===== src/rtl/uart_pkg.sv =====
// Shared state encoding, status bit positions and default register addresses
// for the memory-mapped UART transmitter.
package uart_pkg;

  typedef enum logic [1:0] {
    IDLE  = 2'd0,
    START = 2'd1,
    DATA  = 2'd2,
    STOP  = 2'd3
  } uart_state_t;

  localparam int STAT_BUSY  = 0;
  localparam int STAT_FULL  = 1;
  localparam int STAT_OVR   = 2;
  localparam int STAT_EMPTY = 3;

  localparam logic [31:0] DEF_TX_ADDR   = 32'h1001_0024;
  localparam logic [31:0] DEF_STAT_ADDR = 32'h1001_0028;

  function automatic logic [31:0] pack_status(input logic busy, input logic full,
                                              input logic ovr, input logic empty);
    logic [31:0] s;
    s             = '0;
    s[STAT_BUSY]  = busy;
    s[STAT_FULL]  = full;
    s[STAT_OVR]   = ovr;
    s[STAT_EMPTY] = empty;
    return s;
  endfunction

endpackage


===== src/rtl/uart_tx_fifo.sv =====
// Circular synchronous FIFO used as the transmit buffer when the design is
// built with UART_TX_FIFO_EN; a pop frees its slot for a push in the same cycle.
module uart_tx_fifo #(
  parameter int DEPTH = 4,
  parameter int WIDTH = 8
) (
  input  logic             clk,
  input  logic             reset,
  input  logic             push,
  input  logic [WIDTH-1:0] push_data,
  input  logic             pop,
  output logic [WIDTH-1:0] pop_data,
  output logic             full,
  output logic             empty
);

  localparam int PTR_W = (DEPTH > 1) ? $clog2(DEPTH) : 1;
  localparam int CNT_W = $clog2(DEPTH) + 1;

  logic [WIDTH-1:0] mem [DEPTH];
  logic [PTR_W-1:0] wr_ptr;
  logic [PTR_W-1:0] rd_ptr;
  logic [CNT_W-1:0] count;
  logic             do_push;
  logic             do_pop;

  function automatic logic [PTR_W-1:0] next_ptr(input logic [PTR_W-1:0] p);
    return (p == PTR_W'(DEPTH - 1)) ? '0 : p + 1'b1;
  endfunction

  assign full     = (count == CNT_W'(DEPTH));
  assign empty    = (count == '0);
  assign do_pop   = pop && !empty;
  assign do_push  = push && (!full || do_pop);
  assign pop_data = mem[rd_ptr];

  always_ff @(posedge clk) begin
    if (do_push) begin
      mem[wr_ptr] <= push_data;
    end
  end

  always_ff @(posedge clk) begin
    if (reset) begin
      wr_ptr <= '0;
      rd_ptr <= '0;
      count  <= '0;
    end else begin
      if (do_push) begin
        wr_ptr <= next_ptr(wr_ptr);
      end
      if (do_pop) begin
        rd_ptr <= next_ptr(rd_ptr);
      end
      case ({do_push, do_pop})
        2'b10:   count <= count + 1'b1;
        2'b01:   count <= count - 1'b1;
        default: count <= count;
      endcase
    end
  end

endmodule


===== src/rtl/uart_tx_mmio.sv =====
// Memory-mapped 8N1 UART transmitter on the store path with a pollable status
// register. Define UART_TX_FIFO_EN for a FIFO_DEPTH-entry buffer instead of a holding register.
module uart_tx_mmio
  import uart_pkg::*;
#(
  parameter int          CLKS_PER_BIT = 434,
  parameter logic [31:0] TX_ADDR      = DEF_TX_ADDR,
  parameter logic [31:0] STAT_ADDR    = DEF_STAT_ADDR,
  parameter int          FIFO_DEPTH   = 4
) (
  input  logic        clk,
  input  logic        reset,
  input  logic        write_enable_i,
  input  logic [31:0] Address_i,
  input  logic [31:0] Write_Data_i,
  output logic [31:0] Read_Data_o,
  output logic        hit_o,
  output logic        tx_o,
  output logic        busy_o
);

  localparam int BAUD_W = $clog2(CLKS_PER_BIT);

  if (CLKS_PER_BIT < 2 || FIFO_DEPTH < 1) begin : g_bad_params
    $error("uart_tx_mmio: CLKS_PER_BIT must be >= 2 and FIFO_DEPTH >= 1");
  end

  uart_state_t       state;
  uart_state_t       state_n;
  logic [BAUD_W-1:0] baud;
  logic [BAUD_W-1:0] baud_n;
  logic [2:0]        bit_idx;
  logic [2:0]        bit_idx_n;
  logic [7:0]        shift;
  logic [7:0]        shift_n;
  logic              bit_done;
  logic              tx_next;

  logic              tx_sel;
  logic              stat_sel;
  logic              wr_tx;
  logic              wr_stat;
  logic              push;
  logic              pop;
  logic              drop;
  logic              overrun;
  logic              buf_full;
  logic              buf_empty;
  logic [7:0]        buf_data;
  logic              unused_wdata;

  assign tx_sel       = (Address_i == TX_ADDR);
  assign stat_sel     = (Address_i == STAT_ADDR);
  assign hit_o        = tx_sel || stat_sel;
  assign wr_tx        = write_enable_i && tx_sel;
  assign wr_stat      = write_enable_i && stat_sel;
  assign unused_wdata = ^Write_Data_i[31:8];

  // A dequeue on this edge frees a slot, so a store landing on a full buffer still fits.
  assign push = wr_tx && (!buf_full || pop);
  assign drop = wr_tx && buf_full && !pop;

`ifdef UART_TX_FIFO_EN
  uart_tx_fifo #(
    .DEPTH(FIFO_DEPTH),
    .WIDTH(8)
  ) u_fifo (
    .clk      (clk),
    .reset    (reset),
    .push     (push),
    .push_data(Write_Data_i[7:0]),
    .pop      (pop),
    .pop_data (buf_data),
    .full     (buf_full),
    .empty    (buf_empty)
  );
`else
  logic       hold_valid;
  logic [7:0] hold_data;

  always_ff @(posedge clk) begin
    if (reset) begin
      hold_valid <= 1'b0;
      hold_data  <= '0;
    end else if (push) begin
      hold_valid <= 1'b1;
      hold_data  <= Write_Data_i[7:0];
    end else if (pop) begin
      hold_valid <= 1'b0;
    end
  end

  assign buf_full  = hold_valid;
  assign buf_empty = !hold_valid;
  assign buf_data  = hold_data;
`endif

  assign bit_done = (baud == BAUD_W'(CLKS_PER_BIT - 1));

  always_comb begin
    state_n   = state;
    baud_n    = baud;
    bit_idx_n = bit_idx;
    shift_n   = shift;
    pop       = 1'b0;
    case (state)
      IDLE: begin
        if (!buf_empty) begin
          pop     = 1'b1;
          shift_n = buf_data;
          baud_n  = '0;
          state_n = START;
        end
      end
      START: begin
        if (bit_done) begin
          baud_n    = '0;
          bit_idx_n = '0;
          state_n   = DATA;
        end else begin
          baud_n = baud + 1'b1;
        end
      end
      DATA: begin
        if (bit_done) begin
          baud_n    = '0;
          shift_n   = {1'b0, shift[7:1]};
          bit_idx_n = bit_idx + 1'b1;
          if (bit_idx == 3'd7) begin
            state_n = STOP;
          end
        end else begin
          baud_n = baud + 1'b1;
        end
      end
      STOP: begin
        if (bit_done) begin
          baud_n = '0;
          if (!buf_empty) begin
            pop     = 1'b1;
            shift_n = buf_data;
            state_n = START;
          end else begin
            state_n = IDLE;
          end
        end else begin
          baud_n = baud + 1'b1;
        end
      end
      default: state_n = IDLE;
    endcase
  end

  // The line and busy flag are registered from the current state, so they trail it by one edge.
  assign tx_next = (state == START) ? 1'b0 : (state == DATA) ? shift[0] : 1'b1;

  always_ff @(posedge clk) begin
    if (reset) begin
      state   <= IDLE;
      baud    <= '0;
      bit_idx <= '0;
      shift   <= '0;
      tx_o    <= 1'b1;
      busy_o  <= 1'b0;
    end else begin
      state   <= state_n;
      baud    <= baud_n;
      bit_idx <= bit_idx_n;
      shift   <= shift_n;
      tx_o    <= tx_next;
      busy_o  <= (state != IDLE);
    end
  end

  always_ff @(posedge clk) begin
    if (reset) begin
      overrun <= 1'b0;
    end else if (drop) begin
      overrun <= 1'b1;
    end else if (wr_stat && Write_Data_i[STAT_OVR]) begin
      overrun <= 1'b0;
    end
  end

  assign Read_Data_o = stat_sel ? pack_status(busy_o, buf_full, overrun, buf_empty) : '0;

endmodule


===== config.mk =====
export PLATFORM = sky130hd
export DESIGN_NAME = uart_tx_mmio
export DESIGN_NICKNAME = d
export VERILOG_FILES = /design/src/rtl/uart_pkg.sv /design/src/rtl/uart_tx_fifo.sv /design/src/rtl/uart_tx_mmio.sv
export SDC_FILE = /design/constraint.sdc
export NUM_CORES = 1
export LEC_CHECK = 0
export BUFFER_PORTS_ARGS = -buffer_cell sky130_fd_sc_hd__buf_4
export CORE_MARGIN = 3
export CORE_UTILIZATION = 35
export DETAILED_ROUTE_END_ITERATION = 10
export PLACE_DENSITY = 0.72
export RECOVER_POWER = 100
export SLEW_MARGIN = 5
export SYNTH_ARGS = -nofsm -noshare
export SYNTH_HDL_FRONTEND = slang
export SYNTH_SLANG_ARGS = --single-unit

===== constraint.sdc =====
create_clock -name clk -period 2.5 [get_ports clk]
set_input_delay 0.375 -clock clk [delete_from_list [all_inputs] [get_ports clk]]
set_output_delay 0.375 -clock clk [all_outputs]
set_load 0.02 [all_outputs]

==> results.py <==
metrics = {
    "setup_path": {
        "rrSetupSlack_ns": 0.34,
        "critical_path.max_fanout": 8,
        "setup.worst_path.start_class": "flop",
        "slowest_stage": "dfxtp_1",
        "critical_path.cell_chain": "inv_1, ha_1, and2b_2, a221o_2, and3_1, clkbuf_2, mux2i_1",
        "cp.required_ns": 2.67,
        "path_class": "flop to flop",
        "crit_family": "flip-flops",
        "regToRegStartpoint": "state[0]",
        "critPathArrivalTime_ns": 2.33,
        "crit_buf_inv": 2,
        "slowest_delay_ns": 0.42,
        "critPathCaptureType": "flop",
        "reg2reg_to": "buf_data[0]",
        "ff2ff_path_depth": 7,
    },
    "global_routing": {
        "grt_pass1_vias": 1544,
        "antenna_found_initial": 0,
        "grt_overflow": 0,
        "grt_start_max_net_pins": 45,
        "grt_pass1_wl_mm": 6.63,
        "grt.total_usage_pct": 12.3,
    },
    "sta": {
        "setup_violations": 0,
        "hold_violations": 0,
        "finalMaxSlewViolations": 0,
        "skew_ns": 0.00950,
        "setup_tns_ns": 0,
        "period_minus_slack_ns": 2.16,
        "timing.fmax_mhz": 463,
        "post-route-period-util_pct": 86.3,
        "holdWs_ns": 0.349,
        "timing.slew.headroom_pct": 59.3,
        "rsz0062_at_grt": "false",
        "worstMarginPinSlew_ns": 0.609,
    },
    "logic_synthesis": {
        "synth_mux_area_share_pct": 7.83,
        "synthSimpleGateAreaFrac_pct": 24.8,
        "syn_area_per_cell_um2": 8.81,
        "synth_edf_count": 0,
        "synthArstFlopShare_pct": 0,
        "yosys.area.top_type_share_pct": 33.3,
        "syn_inst": 232,
        "synthFlopType": "dfxtp_1",
        "post-synth-top-area-cell": "dfxtp_1",
        "synth_top_family_by_area": "simple AND/OR/NAND/NOR gates",
        "synth-seq-area-share_pct": 33.3,
        "synth_xor_area_share_pct": 0.428,
        "netlist_top_cells_area": "dfxtp_1 (33%), buf_4 (10%), mux2i_1 (7.8%)",
        "synth_area_um2": 2040,
        "ys_types": 44,
        "synth-seq-cells": 34,
        "synth_warnings": 0,
        "synth_compound_area_share_pct": 14.0,
        "synth_adder_area_share_pct": 6.12,
    },
    "place": {
        "port_buffers": 49,
        "gp_congestion": 0.793,
        "dpl.hpwl_mm": 3.16,
    },
    "layout": {
        "nFillCells": 573,
        "drive_gt1_share_pct": 20.8,
        "synthToLayoutAreaGrowth_pct": 20.4,
        "antenna_cells": 0,
        "fin_util_pct": 44.2,
        "num-nets-final": 359,
    },
    "clock_tree": {
        "cts.clk_slew.worst_paths_ns": 0.08,
        "cts_resized": 0,
        "clock_path_buffers": 2,
        "cts_tree": "done",
        "h-tree-depth": 2,
        "clk_latency_ns": 0.29,
        "tritoncts_num_sinks": 34,
        "postCtsHoldBufs": 0,
        "cts_root_buf": "clkbuf_8",
        "cts-buffers-inserted": 5,
        "postCtsSetupBuffers": 0,
    },
    "pwr": {
        "ir_drop_v": 0.000297,
        "powerDensity_nw_per_um2": 639,
        "swShare_pct": 29.2,
        "share_comb_of_total_power_pct": 23.5,
        "p_sw_uw": 459,
        "power_uw": 1570,
        "power.internal_uw": 1110,
        "power_frac_seq_pct": 37.9,
        "p_leak_uw": 0.000978,
        "clkPwrFrac_pct": 38.6,
    },
    "floorplanning": {
        "coreArea_um2": 5570,
        "core.rowCount": 27,
        "start_util_pct": 36.7,
        "die_x_um": 82.4,
        "io_pins": 102,
        "chipHeight_um": 82.4,
        "die-area_um2": 6790,
    },
    "job": {
        "maxCapViolations": 0,
    },
    "min_path": {
        "whs_endpoint": "buf_data[4]",
        "min_path_cells": 3,
        "hold_class": "input pin to flop",
        "hp-start": "Write_Data_i[4]",
    },
    "route": {
        "first_iter_violations": 64,
        "dr.pass1.iters": 4,
        "totalWireLength_mm": 4.14,
        "vias_per_cell": 4.84,
        "drc": 0,
        "ant_nets": 0,
        "via_count": 1718,
        "routedWlPerCell_um": 11.7,
    },
    "run_status": {
        "outcome": "complete, no violations",
    },
}
==> cells by family (layout without fill, tap and decap cells) <==
logic type,count (synthesis),count (layout)
AOI/OAI and AO/OA,40,40
xor gates and xnor gates,1,1
adders and majority gates,10,10
buffers and inverters,41,65
DFF,34,34
muxes,16,16
other,1,28
and+or+nand+nor,89,89
==> cells in the mapped netlist (2+ instances only) <==
cell	instances
ha_1	10
a311oi_1	3
nor4_1	5
buf_6	2
nor2_1	30
inv_1	6
nor3b_1	3
nor4b_1	3
a41oi_1	2
and3_1	5
mux2i_1	16
nand4_1	3
o21ai_0	6
a32oi_1	2
dfxtp_1	34
or2b_1	9
buf_4	28
nand2_1	8
nand3b_1	2
a21oi_1	11
nor2b_1	3
and3_2	2
nand2b_1	8
a211oi_1	7
clkbuf_1	5
==> layout make-up <==
type	instances	area, um2	share of cell area [%]
multi-input cells	184	1180	47.8
flip-flops and latches	34	681	27.7
repair buffers	51	354	14.4
well taps	72	90.1	3.66
clock buffers	5	68.8	2.80
clock inverters	3	68.8	2.80
inverters	6	22.5	0.915
==> power groups by stage <==
stage	Clock [uW]	Combinational (uW)	Sequential, uW
2_1_floorplan	0	286	612
3_3_place_gp	0	368	607
3_5_place_dp	0	378	607
4_1_cts	619	378	595
5_1_grt	645	414	601
6_report	607	369	595
==> cell usage in the layout, fill, tap and decap left out, drive strengths merged, types with 8 or more instances in the layout <==
master,synthesis,routed
dfxtp,34,34
nand2b,8,8
clkbuf,5,13
nor2,31,31
conb,1,28
buf,30,43
mux2i,16,16
ha,10,10
or2b,9,9
a21oi,11,11
nand2,8,8
==> layer usage <==
layer	vias to the layer above	part of all wire [%]	GRT usage, %
met5	-	0	0
met2	57	49	22.8
met4	0	1.5	3.99
met1	796	42	14.1
li1	860	-	-
met3	5	7.5	1.95
==> how the worst max path moves through the flow <==
| stage | startpoint | end | slack, ns | depth (start not counted) |
|---|---|---|---|---|
| after floorplan | state[0] | buf_data[0] | 0.63 | 7 |
| after global placement | state[0] | buf_data[7] | 0.47 | 7 |
| after detailed placement | Address_i[15] | Read_Data_o[3] | 0.46 | 7 |
| after CTS | state[0] | buf_data[0] | 0.44 | 7 |
| after global routing | Address_i[31] | Read_Data_o[3] | 0.17 | 7 |
| final | state[0] | buf_data[0] | 0.34 | 7 |
==> stage by stage <==
stage / area, um2 / setup WS [ns] / instances
after floorplan: 2150 / 0.634 / 259
after global placement: 2370 / 0.473 / 347
after detailed placement: 2370 / 0.463 / 347
after CTS: 2500 / 0.435 / 355
after global routing: 2460 / 0.169 / 355
final: 2460 / 0.341 / 355
==> worst register-to-register path, cell delays in order, from the launching register on <==
cell and delay [ns]:
dfxtp_1 0.42, inv_1 0.13, ha_1 0.34, and2b_2 0.22, a221o_2 0.38, and3_1 0.18
clkbuf_2 0.22, mux2i_1 0.16
==> state kept, by name, indices dropped and copies added, names as in the netlist <==
name	flops
bit_idx	3
overrun	1
buf_data	8
tx_o	1
busy_o	1
state	2
shift	8
buf_full	1
baud	9
No activity file was read; power rests on OpenSTA's default activity.
